### src/rtl/seq_game_pkg.sv
// Shared types, default parameters and helper functions for the sequence
// memory game engine.
package seq_game_pkg;

    // Game FSM states
    typedef enum logic [2:0] {
        S_IDLE  = 3'd0,
        S_ADD   = 3'd1,
        S_GUESS = 3'd2,
        S_WON   = 3'd3,
        S_OVER  = 3'd4
    } state_t;

    localparam int          DEF_SYMBOLS      = 6;
    localparam int          DEF_MAX_ROUNDS   = 6;
    localparam int          DEF_MAX_MISTAKES = 3;
    localparam int          DEF_LFSR_W       = 16;
    localparam logic [15:0] DEF_LFSR_SEED    = 16'hACE1;

    // A requested round count of 0, or one beyond storage, plays the full game.
    function automatic int clamp_rounds(input int cfg, input int max_rounds);
        if (cfg <= 0 || cfg > max_rounds) begin
            return max_rounds;
        end
        return cfg;
    endfunction

    // Maximal-length tap masks for common widths; other widths fall back to
    // the top two bits, which still never lock up on a non-zero seed.
    function automatic logic [63:0] lfsr_taps(input int width);
        logic [63:0] taps;
        case (width)
            8:       taps = 64'h0000_0000_0000_00B8;
            16:      taps = 64'h0000_0000_0000_B400;
            24:      taps = 64'h0000_0000_00E1_0000;
            32:      taps = 64'h0000_0000_A300_0000;
            default: taps = 64'h3 << (width - 2);
        endcase
        return taps;
    endfunction

endpackage

### src/rtl/seq_game_lfsr.sv
// Free-running Fibonacci LFSR. Shifts left every cycle; the feedback bit is
// the XOR of the tapped bits. Only the low OUT_W bits leave the block.
module seq_game_lfsr
    import seq_game_pkg::*;
#(
    parameter int               WIDTH = DEF_LFSR_W,
    parameter int               OUT_W = 3,
    parameter logic [WIDTH-1:0] SEED  = WIDTH'(DEF_LFSR_SEED),
    parameter logic [WIDTH-1:0] TAPS  = WIDTH'(lfsr_taps(WIDTH))
) (
    input  logic             clk,
    input  logic             resetn,
    output logic [OUT_W-1:0] value
);

    logic [WIDTH-1:0] lfsr_q;
    logic             feedback;

    assign feedback = ^(lfsr_q & TAPS);
    assign value    = lfsr_q[OUT_W-1:0];

    // Advance the shift register on every clock, whatever the game is doing
    always_ff @(posedge clk or negedge resetn) begin
        if (!resetn) begin
            lfsr_q <= SEED;
        end else begin
            lfsr_q <= {lfsr_q[WIDTH-2:0], feedback};
        end
    end

endmodule

### src/rtl/seq_game_core.sv
// Sequence-memory game engine: draws a new distinct symbol each round, checks
// the player's replay of the whole sequence, and reports round wins, wrong
// guesses, game won and game over. All outputs are registered except the
// sequence read port.
//
// Handshake: start and guess_valid are single-cycle strobes sampled on the
// rising clock edge; there is no ready, a strobe is either acted on in that
// cycle or ignored (guess_valid outside GUESS). start beats guess_valid.
module seq_game_core
    import seq_game_pkg::*;
#(
    parameter int              SYMBOLS      = DEF_SYMBOLS,
    parameter int              MAX_ROUNDS   = DEF_MAX_ROUNDS,
    parameter int              MAX_MISTAKES = DEF_MAX_MISTAKES,
    parameter int              LFSR_W       = DEF_LFSR_W,
    parameter logic [LFSR_W-1:0] LFSR_SEED  = LFSR_W'(DEF_LFSR_SEED),
    localparam int             SYM_W        = (SYMBOLS > 1) ? $clog2(SYMBOLS) : 1,
    localparam int             RND_W        = $clog2(MAX_ROUNDS + 1),
    localparam int             MIS_W        = (MAX_MISTAKES > 0) ? $clog2(MAX_MISTAKES + 1) : 1
) (
    input  logic             clk,
    input  logic             resetn,
    input  logic             start,
    input  logic [RND_W-1:0] rounds_cfg,
    input  logic [SYM_W-1:0] guess,
    input  logic             guess_valid,
    input  logic [RND_W-1:0] seq_rd_idx,
    output logic [SYM_W-1:0] seq_rd_data,
    output logic [RND_W-1:0] round,
    output logic             win_pulse,
    output logic             lose_pulse,
    output logic             game_won,
    output logic             game_over,
    output logic             busy,
    output logic [MIS_W-1:0] mistakes,
    output state_t           state
);

    // Mistake counter ceiling: the limit itself, or all-ones when unlimited
    localparam logic [MIS_W-1:0] MIS_MAX = (MAX_MISTAKES == 0) ? {MIS_W{1'b1}}
                                                               : MIS_W'(MAX_MISTAKES);

    logic [SYM_W-1:0] seq [MAX_ROUNDS];
    logic [RND_W-1:0] idx;
    logic [RND_W-1:0] cfg;
    logic [RND_W-1:0] last_idx;
    logic [SYM_W-1:0] cand;
    logic [SYM_W-1:0] exp_sym;
    logic             dup;
    logic             cand_ok;
    logic             guess_hit;
    logic             limit_hit;

    seq_game_lfsr #(
        .WIDTH (LFSR_W),
        .OUT_W (SYM_W),
        .SEED  (LFSR_SEED),
        .TAPS  (LFSR_W'(lfsr_taps(LFSR_W)))
    ) u_lfsr (
        .clk    (clk),
        .resetn (resetn),
        .value  (cand)
    );

    assign last_idx = round - RND_W'(1);

    // Candidate is usable if in the alphabet and not already in this game's sequence
    always_comb begin
        dup = 1'b0;
        for (int i = 0; i < MAX_ROUNDS; i++) begin
            if ((RND_W'(i) < last_idx) && (seq[i] == cand)) begin
                dup = 1'b1;
            end
        end
        cand_ok = (int'(cand) < SYMBOLS) && !dup;
    end

    // Symbol the player is expected to enter next
    always_comb begin
        exp_sym = '0;
        for (int i = 0; i < MAX_ROUNDS; i++) begin
            if (RND_W'(i) == idx) begin
                exp_sym = seq[i];
            end
        end
        guess_hit = (int'(guess) < SYMBOLS) && (guess == exp_sym);
        limit_hit = (MAX_MISTAKES != 0) && ((mistakes + MIS_W'(1)) == MIS_MAX);
    end

    // Display read port: only entries of rounds already reached are visible
    always_comb begin
        seq_rd_data = '0;
        for (int i = 0; i < MAX_ROUNDS; i++) begin
            if ((RND_W'(i) == seq_rd_idx) && (RND_W'(i) < round)) begin
                seq_rd_data = seq[i];
            end
        end
    end

    // Game FSM with sequence storage and registered status outputs
    always_ff @(posedge clk or negedge resetn) begin
        if (!resetn) begin
            state      <= S_IDLE;
            round      <= '0;
            idx        <= '0;
            cfg        <= '0;
            mistakes   <= '0;
            win_pulse  <= 1'b0;
            lose_pulse <= 1'b0;
            game_won   <= 1'b0;
            game_over  <= 1'b0;
            busy       <= 1'b0;
            for (int i = 0; i < MAX_ROUNDS; i++) begin
                seq[i] <= '0;
            end
        end else begin
            win_pulse  <= 1'b0;
            lose_pulse <= 1'b0;
            if (start) begin
                state     <= S_ADD;
                round     <= RND_W'(1);
                idx       <= '0;
                cfg       <= RND_W'(clamp_rounds(int'(rounds_cfg), MAX_ROUNDS));
                mistakes  <= '0;
                game_won  <= 1'b0;
                game_over <= 1'b0;
                busy      <= 1'b1;
                for (int i = 0; i < MAX_ROUNDS; i++) begin
                    seq[i] <= '0;
                end
            end else begin
                case (state)
                    S_ADD: begin
                        if (cand_ok) begin
                            for (int i = 0; i < MAX_ROUNDS; i++) begin
                                if (RND_W'(i) == last_idx) begin
                                    seq[i] <= cand;
                                end
                            end
                            idx   <= '0;
                            state <= S_GUESS;
                        end
                    end
                    S_GUESS: begin
                        if (guess_valid) begin
                            if (guess_hit) begin
                                if (idx != last_idx) begin
                                    idx <= idx + RND_W'(1);
                                end else begin
                                    win_pulse <= 1'b1;
                                    idx       <= '0;
                                    if (round == cfg) begin
                                        game_won <= 1'b1;
                                        busy     <= 1'b0;
                                        state    <= S_WON;
                                    end else begin
                                        round <= round + RND_W'(1);
                                        state <= S_ADD;
                                    end
                                end
                            end else begin
                                lose_pulse <= 1'b1;
                                idx        <= '0;
                                if (mistakes != MIS_MAX) begin
                                    mistakes <= mistakes + MIS_W'(1);
                                end
                                if (limit_hit) begin
                                    game_over <= 1'b1;
                                    busy      <= 1'b0;
                                    state     <= S_OVER;
                                end
                            end
                        end
                    end
                    default: begin
                        // IDLE, WON and OVER wait for start
                    end
                endcase
            end
        end
    end

endmodule

### config.mk
export PLATFORM = sky130hd
export DESIGN_NAME = seq_game_core
export DESIGN_NICKNAME = d
export VERILOG_FILES = /design/src/rtl/seq_game_pkg.sv /design/src/rtl/seq_game_lfsr.sv /design/src/rtl/seq_game_core.sv
export SDC_FILE = /design/constraint.sdc
export NUM_CORES = 1
export LEC_CHECK = 0
export ABC_AREA = 1
export CAP_MARGIN = 40
export CORE_MARGIN = 3
export CORE_UTILIZATION = 60
export DETAILED_ROUTE_END_ITERATION = 8
export GPL_ROUTABILITY_DRIVEN = 0
export GPL_TIMING_DRIVEN = 0
export PLACE_DENSITY = 0.85
export SLEW_MARGIN = 25
export SYNTH_ARGS = -nofsm -noshare
export SYNTH_HDL_FRONTEND = slang
export SYNTH_SLANG_ARGS = --single-unit
### constraint.sdc
create_clock -name clk -period 4.03 [get_ports clk]
set_input_delay 1.0075 -clock clk [delete_from_list [all_inputs] [get_ports clk]]
set_output_delay 1.0075 -clock clk [all_outputs]
set_load 0.03 [all_outputs]
==> summary.md <==
| Metric | Value |
|---|---|
| Outcome | `complete, no violations` |
| Post-place setup slack | `-33.7 ps` |
| Gr ovfl total | `0` |
| Endpoints failing setup | `0` |
| Area of the core | `4940 um^2` |
| HP Class | `reg2reg` |
| Worst Tran Pin Value | `639 ps` |
| Wire length per cell | `14.5 um` |
| Die Ht | `79.1 um` |
| Filler cells | `402` |
| Total of max-cap violations | `0` |
| Worst skew pair latency | `310 ps` |
| Worst reg2reg endpoint | `seq[13]` |
| HPWL Detailed | `5.68 mm` |
| Critical Path Source Type | `input pin` |
| FF-to-FF path depth | `13` |
| Internal reg-to-reg setup slack | `1430 ps` |
| Synth area leaders | `dfrtp_1, nand2_1, dfstp_2, xnor2_1, inv_1` |
| Crit Reg-Reg Startpoint | `round[0]` |
| Postcts setup bufs | `0` |
| # rows | `25` |
| Syn Nets | `434` |
| Clock sink total | `53` |
| Crit path max fanout | `5` |
| Synth unique cells | `40` |
| DIE WIDTH | `79.1 um` |
| Max_slew headroom | `0.574` |
| Synth top area share | `0.352` |
| Initial antenna violation count | `0` |
| Switch share | `0.434` |
| First-pass GRT wire length | `12.8 mm` |
| DRC | `0` |
| Synth Area in Compound Gates | `0.0899` |
| CTS tree | `yes` |
| Sw Pwr | `0.000753 W` |
| Register area share after synthesis | `0.417` |
| Worst EP required | `3020 ps` |
| Routed wire length | `7.46 mm` |
| Initial Util | `0.648` |
| Drt first pass iters | `5` |
| Vias in the first global route | `2,847` |
| Asr flop ratio synth | `1.00` |
| Kind of end point of the critical path | `output port` |
| Simple-Gate Fraction of Synth Area | `0.311` |
| Design area | `3650 um^2` |
| Largest net degree at the start of global routing | `54` |
| Maximum VDD drop | `0.000373 V` |
| Post-Synth Adder-Cell Area | `0.0430` |
| Cells after DPL | `505` |
| EDFF count, synth | `0` |
| Pwr Density | `475 nW/um^2` |
| Fin. Hold Viols | `0` |
| Worst hold slack | `362 ps` |
| Post-synthesis mux area share | `0` |
| Fmax achieved | `262 MHz` |
| Static leakage | `1.75 nW` |
| Hold buffers post-CTS | `0` |
| Cell Area, Placed | `3560 um^2` |
| Largest family of logic cells by synthesized area | `simple AND/OR/NAND/NOR gates` |
| Hold endpoint | `u_lfsr.lfsr_q[4]` |
| Gr usage total | `0.257` |
| Flops & latches, synth | `53` |
| Vias | `2,862` |
| Final std cells w/o fill | `513` |
| Port bufs | `28` |
| H-tree levels | `2` |
| CTS Buf Count | `5` |
| Layout Area Growth over Synthesis | `14.1%` |
| Worst Setup Slack, final | `220 ps` |
| RSZ-0062 raised after global routing | `no` |
| Combinational power share | `0.464` |
| Mapped Avg Cell Area | `7.81 um^2` |
| Total power | `0.00173 W` |
| Antenna Nets Post-Route | `0` |
| Top-Level Pins | `29` |
| HP Start | `u_lfsr.lfsr_q[3]` |
| Worst setup path class | `in2out` |
| Vias/cell | `5.58` |
| Seq pwr share | `0.365` |
| Slew Limit Fails | `0` |
| Synth Cell Area | `3200 um^2` |
| First-iteration detailed-routing DRC count | `244` |
| Synth warn | `0` |
| Die ar. | `6250 um^2` |
| Worst clock skew | `8.81 ps` |
| Post-Syn Instances | `410` |
| CTS max path bufs | `2` |
| Internal power | `0.000981 W` |
| Root Driver | `clkbuf_8` |
| Layout cell share with drive strength beyond 1 | `0.117` |
| Clock power share | `0.171` |
| Period utilization | `0.945` |
| Final min period | `3810 ps` |
| Hold path depth | `0` |
| Clk pin slew, worst setup/hold paths | `90 ps` |
| Xor and xnor fraction of the mapped netlist area | `0.0731` |
| Crit path DAT | `2800 ps` |
| Synth area leader | `dfrtp_1` |
| NumNets Final | `469` |
| N_diodes | `0` |
| Prevailing post-synth register cell | `dfrtp_1` |
-- synthesized netlist by cell type (3+ instances only) --
cell type  instances
o21ai_1           25
xnor2_1           20
xor2_1             3
a21oi_1            4
inv_1             38
or2_1              4
buf_2              4
nand3_2            3
nand4_1            7
inv_2              5
nor2_1            22
nand2_1          124
ha_1              11
clkbuf_1           3
nand3_1           27
clkinv_1           3
dfrtp_1           45
nand2_2           13
dfstp_2            8
o21ai_0            6
nor3_1             9
-- layout by cell type, fill, tap and decap left out, types with 2 or more instances in the layout --
| master | instances |
|---|---|
| nor4_1 | 2 |
| nor2_1 | 22 |
| dfstp_2 | 8 |
| clkinv_1 | 3 |
| o2111ai_1 | 2 |
| a221oi_1 | 2 |
| or2_1 | 4 |
| ha_1 | 11 |
| nand3b_1 | 2 |
| inv_2 | 5 |
| a21oi_1 | 4 |
| o21ai_0 | 6 |
| inv_1 | 38 |
| dlymetal6s2s_1 | 2 |
| xor2_1 | 3 |
| clkbuf_1 | 4 |
| clkdlybuf4s50_1 | 24 |
| nand3_1 | 27 |
| nand2_1 | 124 |
| o21a_1 | 2 |
| o21ai_1 | 25 |
| clkbuf_8 | 5 |
| nand3_2 | 3 |
| buf_4 | 2 |
| o21ai_2 | 2 |
| xnor2_1 | 20 |
| o211ai_1 | 2 |
| buf_2 | 4 |
| nor3_1 | 9 |
| dfrtp_1 | 45 |
| nand4_1 | 7 |
| nand2_2 | 13 |
-- repair_timing --
| item | in CTS | in global routing |
|---|---|---|
| gates resized for setup | 1 | 2 |
| pin swaps | 0 | 0 |
| endpoints found under the setup margin | 1 | 2 |
-- final cells by class --
type / instances / area [um^2] / area share
buffer: 8 / 38.8 / 0.0106
clock buffer: 6 / 72.6 / 0.0199
clock inverter: 2 / 13.8 / 0.00377
inverter: 46 / 173 / 0.0473
multi-input combinational: 303 / 1650 / 0.453
sequential: 53 / 1340 / 0.366
tap: 67 / 83.8 / 0.0229
timing repair buffer: 28 / 282 / 0.0771
-- metrics by stage --
stage / utilization / TNS, ps
final: 0.739 / 0
after global placement: 0.722 / 0
after CTS: 0.738 / 0
after detailed placement: 0.721 / -33.7
after floorplan: - / 0
after global routing: 0.739 / 0
-- flip-flops by register name, summed over array words and instances, names as in the netlist --
| register | cells |
|---|---|
| state | 3 |
| win_pulse | 1 |
| busy | 1 |
| u_lfsr.lfsr_q | 16 |
| round | 3 |
| game_won | 1 |
| idx | 3 |
| lose_pulse | 1 |
| mistakes | 2 |
| seq | 18 |
| cfg | 3 |
| game_over | 1 |
-- worst max path at each step --
stage,end,from,slack (ps),cells after the start
final,seq_rd_data[2],seq_rd_idx[0],220,10
after global routing,seq_rd_data[2],seq_rd_idx[0],30,10
after CTS,seq_rd_data[0],seq_rd_idx[0],7,10
after detailed placement,seq_rd_data[2],seq_rd_idx[0],-30,10
after global placement,seq_rd_data[2],seq_rd_idx[0],10,10
after floorplan,seq_rd_data[2],seq_rd_idx[0],990,8
-- per-layer routing --
metal / vias to the layer above / share of wire / GRT usage
li1: 1380 / - / -
met1: 1358 / 0.44 / 0.345
met2: 104 / 0.47 / 0.432
met3: 20 / 0.066 / 0.0397
met4: 0 / 0.020 / 0.0756
met5: - / 0 / 0
-- worst max-delay path, cell delays in order --
cell,delay (ps)
clkdlybuf4s50_1,560
inv_1,80
nor2_1,90
inv_1,60
a21oi_1,110
nand3_1,110
inv_1,90
a221oi_1,90
o2111ai_1,180
dlygate4sd2_1,420
-- power groups by stage --
stage	combinational [W]	sequential (W)	clock, W
6_report	0.000804	0.000633	0.000297
5_1_grt	0.000886	0.000641	0.000325
4_1_cts	0.000793	0.000632	0.000304
3_5_place_dp	0.000787	0.000642	0
3_3_place_gp	0.000764	0.000638	0
2_1_floorplan	0.000475	0.000712	0
-- kinds of logic (layout without fill, tap and decap cells) --
logic type      count (synthesis)  in the layout
fa+ha+maj                      11             11
flops                          53             53
buf+inv                        54             90
simple gates                  219            219
compound gates                 48             48
xor+xnor                       25             25
(Power assumes the default switching activity.)
